$ cat src/rtl/alu_muldiv_seq_pkg.sv
// Shared definitions for the Hack ALU sequencer: ALU control words, FSM states, opcodes.
package alu_ctrl_defs;

  // Control word bit order is {zx, nx, zy, ny, f, no}
  localparam logic [5:0] ALU_CTL_ADD  = 6'b000010;
  localparam logic [5:0] ALU_CTL_SUB  = 6'b010011;
  localparam logic [5:0] ALU_CTL_ZERO = 6'b101010;

  typedef enum logic [1:0] {
    IDLE = 2'd0,
    RUN  = 2'd1,
    DONE = 2'd2
  } state_t;

  localparam logic OP_MUL = 1'b0;
  localparam logic OP_DIV = 1'b1;

endpackage

$ cat src/rtl/alu_muldiv_seq_alu.sv
// 16-bit Hack ALU; the sequencer only needs the data output.
module hack_alu #(
  parameter int WIDTH = 16
) (
  input  logic [WIDTH-1:0] x,
  input  logic [WIDTH-1:0] y,
  input  logic [5:0]       ctl,
  output logic [WIDTH-1:0] out
);

  logic [WIDTH-1:0] x_z, x_n, y_z, y_n, f_out;

  always_comb begin
    x_z   = ctl[5] ? '0 : x;
    x_n   = ctl[4] ? ~x_z : x_z;
    y_z   = ctl[3] ? '0 : y;
    y_n   = ctl[2] ? ~y_z : y_z;
    f_out = ctl[1] ? (x_n + y_n) : (x_n & y_n);
    out   = ctl[0] ? ~f_out : f_out;
  end

endmodule

$ cat src/rtl/alu_muldiv_seq.sv
// Unsigned 16-bit shift-add multiply / restoring divide built around one Hack ALU.
// ALU_MULDIV_EARLY_TERM_EN: MUL stops as soon as the remaining multiplier bits are zero.
module alu_muldiv_seq
  import alu_ctrl_defs::*;
#(
  parameter int WIDTH = 16,
  parameter int ITER  = WIDTH
) (
  input  logic             clk,
  input  logic             rst_n,
  input  logic             start,
  input  logic             op,
  input  logic [WIDTH-1:0] a,
  input  logic [WIDTH-1:0] b,
  output logic             ready,
  output logic             done,
  output logic [WIDTH-1:0] result,
  output logic [WIDTH-1:0] remainder,
  output logic             div_by_zero
);

  localparam int CW = $clog2(ITER);

  if (WIDTH != 16 || ITER != WIDTH) begin : g_bad_width
    $error("alu_muldiv_seq supports only WIDTH=16 and ITER=WIDTH");
  end

  state_t           state, state_nxt;
  logic             op_q;
  logic [CW-1:0]    count;
  logic [WIDTH-1:0] acc, mcand, mplier;
  logic [WIDTH-1:0] rem, quo, divisor;

  logic [WIDTH-1:0] alu_x, alu_y, alu_out;
  logic [5:0]       alu_ctl;
  logic [WIDTH-1:0] rsh, acc_nxt, rem_nxt, quo_nxt;
  logic             carry, sub_ok, early, finish;

  hack_alu #(.WIDTH(WIDTH)) u_alu (
    .x   (alu_x),
    .y   (alu_y),
    .ctl (alu_ctl),
    .out (alu_out)
  );

  // The bit shifted out of rem is the 17th bit of the partial remainder, so it forces a subtract
  always_comb begin
    rsh     = {rem[WIDTH-2:0], quo[WIDTH-1]};
    carry   = rem[WIDTH-1];
    sub_ok  = carry | (rsh >= divisor);
    alu_x   = '0;
    alu_y   = '0;
    alu_ctl = ALU_CTL_ZERO;
    if (state == RUN) begin
      if (op_q == OP_MUL) begin
        alu_x   = acc;
        alu_y   = mcand;
        alu_ctl = ALU_CTL_ADD;
      end else begin
        alu_x   = rsh;
        alu_y   = divisor;
        alu_ctl = ALU_CTL_SUB;
      end
    end
    acc_nxt = mplier[0] ? alu_out : acc;
    rem_nxt = sub_ok ? alu_out : rsh;
    quo_nxt = {quo[WIDTH-2:0], sub_ok};
`ifdef ALU_MULDIV_EARLY_TERM_EN
    early = (op_q == OP_MUL) && (mplier[WIDTH-1:1] == '0);
`else
    early = 1'b0;
`endif
    finish = (count == CW'(ITER - 1)) | early;
  end

  always_comb begin
    state_nxt = state;
    ready     = 1'b0;
    done      = 1'b0;
    case (state)
      IDLE: begin
        ready = 1'b1;
        if (start) state_nxt = (op == OP_DIV && b == '0) ? DONE : RUN;
      end
      RUN:     if (finish) state_nxt = DONE;
      DONE: begin
        done      = 1'b1;
        state_nxt = IDLE;
      end
      default: state_nxt = IDLE;
    endcase
  end

  always_ff @(posedge clk or negedge rst_n) begin
    if (!rst_n) state <= IDLE;
    else        state <= state_nxt;
  end

  // Result registers only change on entry to DONE; div_by_zero alone clears on accept
  always_ff @(posedge clk or negedge rst_n) begin
    if (!rst_n) begin
      op_q        <= OP_MUL;
      count       <= '0;
      acc         <= '0;
      mcand       <= '0;
      mplier      <= '0;
      rem         <= '0;
      quo         <= '0;
      divisor     <= '0;
      result      <= '0;
      remainder   <= '0;
      div_by_zero <= 1'b0;
    end else if (state == IDLE && start) begin
      op_q        <= op;
      count       <= '0;
      divisor     <= b;
      div_by_zero <= 1'b0;
      if (op == OP_MUL) begin
        acc    <= '0;
        mcand  <= a;
        mplier <= b;
      end else if (b == '0) begin
        result      <= '1;
        remainder   <= a;
        div_by_zero <= 1'b1;
      end else begin
        rem <= '0;
        quo <= a;
      end
    end else if (state == RUN) begin
      count <= count + 1'b1;
      if (op_q == OP_MUL) begin
        acc    <= acc_nxt;
        mcand  <= mcand << 1;
        mplier <= mplier >> 1;
        if (finish) begin
          result    <= acc_nxt;
          remainder <= '0;
        end
      end else begin
        rem <= rem_nxt;
        quo <= quo_nxt;
        if (finish) begin
          result    <= quo_nxt;
          remainder <= rem_nxt;
        end
      end
    end
  end

endmodule

$ cat config.mk
export PLATFORM = sky130hd
export DESIGN_NAME = alu_muldiv_seq
export DESIGN_NICKNAME = d
export VERILOG_FILES = /design/src/rtl/alu_muldiv_seq_pkg.sv /design/src/rtl/alu_muldiv_seq_alu.sv /design/src/rtl/alu_muldiv_seq.sv
export SDC_FILE = /design/constraint.sdc
export NUM_CORES = 1
export LEC_CHECK = 0
export CAP_MARGIN = 10
export CORE_AREA = 4 4 125 127
export CTS_CLUSTER_DIAMETER = 80
export CTS_CLUSTER_SIZE = 20
export DETAILED_ROUTE_END_ITERATION = 8
export DIE_AREA = 0 0 129 131
export GPL_TIMING_DRIVEN = 0
export HOLD_SLACK_MARGIN = 0.1
export PLACE_DENSITY_LB_ADDON = 0.15
export SYNTH_ARGS = -nofsm -noshare
export SYNTH_HDL_FRONTEND = slang
export SYNTH_SLANG_ARGS = --single-unit
$ cat constraint.sdc
create_clock -name clk -period 4.75 [get_ports clk]
set_input_delay 0.475 -clock clk [delete_from_list [all_inputs] [get_ports clk]]
set_output_delay 0.475 -clock clk [all_outputs]
set_load 0.03 [all_outputs]
==> results by group <==
Floorplanning
  – Die height: roughly 130 µm
  – Core box area: around 0.014 mm²
  – Die Span X: between 100 and 150 µm
  – # IOs: just over 70
  – Die area: approximately 0.017 mm²
  – Starting Density: 0.547
  – Row cnt: 44

Yosys
  – Seq cells post-synth: 136
  – Synth Net Count: 942
  – Post-Syn Area: slightly below 0.008 mm²
  – Post-synth top flop: dfrtp_1
  – Seq/Total Area, Yosys: 0.431
  – Synth cell types: 74
  – Syn Area/Cell: 9.04 µm²
  – Yosys warns: 0
  – Gate Count Post-Synth: between 800 and 900
  – Number of synthesized flops with an enable pin: 0
  – Async set-reset flop share out of synthesis: 1.00

Critical path
  – Reg2reg end: result[11]
  – CP max stage delay: between 0.8 and 0.9 ns
  – Launch point of the worst path: op_q
  – Critical path depth: 13
  – WP buf/inv: 4
  – Internal reg-to-reg setup slack: 0.02 ns
  – Kind of critical path: reg -> reg
  – Critical Path Sink Type: register
  – R2R depth: 13
  – Crit-path cells: buf_2, buf_1, buf_1, mux2i_1, nor2_1, ha_1, buf_2, o211ai_1, o21ai_1, a2111oi_2, nor3b_1, o21ai_0, a31oi_1
  – CP Launch Type: register
  – Worst Setup EP: result[11]
  – CP Data Arrival Time: approximately 5.1 ns
  – CP delay by family, top: buffers and inverters
  – Critical path's slowest cell: nor3b_1
  – CP max FO: 10
  – R2R Path Start: op_q
  – Req. time, crit path: between 5 and 6 ns

STA
  – Final worst-path cycle share: 0.996
  – Worst slew margin: 0.371
  – Tmin final: 4.73 ns
  – Fin Hold WS: 0.487 ns
  – Max Transition Viols Final: 0
  – Setup TNS Final: 0 ns
  – Least-Margin Pin Slew: roughly 0.94 ns
  – Final setup vio count: 0
  – Fmax: between 200 and 250 MHz
  – Max Clock Skew: 0.0134 ns
  – Final Hold Viols: 0
  – Unrepaired setup endpoints after global routing: no
  – Setup ws final: roughly 0.018 ns

Route
  – Pre-antenna DRT Iters: 6
  – Met3 wire length: 2.46 mm
  – WL met2: around 12 mm
  – Via density: 6.35
  – Drt initial violations: about 830
  – Aggregate routed wire length: 26.9 mm
  – Final ANT Viol Nets: 0
  – Vias post-DR: between 7000 and 8000
  – WL/cell: 23.2 µm
  – WL met1: between 10 and 15 mm
  – Uppermost layer routed: met4
  – DRC errors left: 0

Cells and area
  – Post-layout util: 0.654
  – Nets: 1033
  – Fillers: 1211
  – Syn-to-layout area delta: 19.6%
  – N_diodes: 0
  – Share of layout cells above drive strength 1: 0.0839

Clock network
  – Clock net sink count: 136
  – Reg clk slew, reported paths: 0.07 ns
  – CTS Buf Count: 17
  – Clock latency on the worst-skew pair: ~0.43 ns
  – CTS H-tree depth: 4
  – Cts repair resizes: 0
  – CTS Buffer Depth: 2
  – Root Driver: clkbuf_16
  – CTS tree: done

Placement
  – Final HPWL from detailed placement: slightly above 20 mm
  – Count of buffers from port buffering: 70
  – Gp weighted congestion: roughly 1.0
  – Post-Place Worst Slack: 0.271 ns

Global route
  – Global route overflow: 0
  – Largest net degree at the start of global routing: 85
  – First-pass GRT wire length: between 40 and 50 mm
  – Vias in the first global route: 7029
  – Gr usage total: 0.325
  – Initial antenna violation count: 0

Worst hold path
  – Worst Hold Class: reg -> reg

Run status
  – Status: finished clean

Flow run
  – Max-cap violations: 0
## sequential cells by signal (all words and copies together) (netlist names)
register / cells
acc: 16
count: 4
div_by_zero: 1
divisor: 16
mcand: 16
mplier: 16
op_q: 1
quo: 16
rem: 16
remainder: 16
result: 16
state: 2
## cells by family (layout without fill, tap and decap cells)
| logic type | count (synthesis) | count (layout) | synth area share |
|---|---|---|---|
| mux | 36 | 36 | 0.0464 |
| xor+xnor | 28 | 28 | 0.0328 |
| fa+ha+maj | 33 | 33 | 0.0533 |
| flops | 136 | 136 | 0.431 |
| simple gates | 294 | 294 | 0.161 |
| compound gates | 262 | 262 | 0.227 |
| buf+inv | 84 | 188 | 0.0488 |
## cells in the final DEF, fill, tap and decap left out, types with 13 or more instances in the layout
cell and n:
clkbuf_1 26, inv_1 25, o221ai_1 13, mux2i_1 31, a21oi_1 43, ha_1 32
dfrtp_1 136, a211oi_1 18, a31oi_1 42, o21ai_0 46, xnor2_1 17, clkbuf_16 17
nand2_1 129, nor2_1 113, o21ai_1 18, clkdlybuf4s50_1 69, buf_2 19
## how the worst min path moves through the flow
stage	from	to	slack, ns	depth (start not counted)
after floorplan	rst_n	acc[0]	0.18	0
after global placement	quo[8]	quo[8]	0.47	2
after detailed placement	rst_n	acc[14]	0.47	1
after CTS	result[3]	result[3]	0.49	1
after global routing	result[3]	result[3]	0.51	1
final	result[3]	result[3]	0.49	1
## layout make-up
class | instances | area (µm²) | share of cell area
multi-input combinational | 653 | 4100 | 0.435
sequential | 136 | 3400 | 0.361
timing repair buffer | 72 | 739 | 0.0784
clock buffer | 18 | 439 | 0.0465
buffer | 58 | 280 | 0.0297
tap | 184 | 230 | 0.0244
clock inverter | 14 | 136 | 0.0145
inverter | 26 | 105 | 0.0111
## Yosys cell counts (all sizes together) (3+ instances only)
master | count | area (µm²)
a211o | 7 | 61.3
a211oi | 19 | 148
a21o | 11 | 82.6
a21oi | 43 | 215
a221o | 12 | 120
a221oi | 3 | 38.8
a22o | 8 | 70.1
a31oi | 43 | 275
a32o | 4 | 40.0
and2 | 3 | 18.8
and3 | 3 | 18.8
buf | 31 | 178
clkbuf | 27 | 103
dfrtp | 136 | 3400
ha | 32 | 400
inv | 26 | 105
mux2 | 5 | 56.3
mux2i | 31 | 310
nand2 | 130 | 490
nand2b | 5 | 38.8
nand3 | 9 | 57.6
nor2 | 113 | 424
nor2b | 4 | 25.0
nor3 | 3 | 15.0
nor3b | 4 | 30.0
nor4 | 4 | 25.0
o2111ai | 3 | 26.3
o211ai | 5 | 37.5
o21a | 5 | 37.5
o21ai | 64 | 320
o221ai | 13 | 114
o22ai | 3 | 18.8
o31ai | 5 | 47.5
or2 | 4 | 25.0
xnor2 | 17 | 149
xor2 | 10 | 87.6
## timing repair
item / CTS / global route
hold buffers: 1 / 0
buffers inserted: 0 / 0
endpoints found under the hold margin: 52 / 0
## worst register-to-register path, delay by kind of cell, from the launching register on
kind / cells / cell delay [ns]
compound gates: 5 / 1.26
fa+ha+maj: 1 / 0.33
buf+inv: 4 / 1.57
flops: 1 / 0.32
mux: 1 / 0.28
simple gates: 2 / 0.91
## per-layer routing
metal  GRT usage  vias up
met5           0        -
met4       0.147        0
met3      0.0740       69
met2       0.494      404
met1       0.448     3579
li1            -     3324
## stage by stage
stage / cells / instance area [µm²]
floorplan: 873 / 7890
global placement: 1127 / 8820
detailed placement: 1128 / 8850
CTS: 1161 / 9440
global route: 1161 / 9440
finish: 1161 / 9440
Power is left out: the tool's default activity adds up to more than one toggle a clock period on the data nets, which glitch-free logic cannot reach.
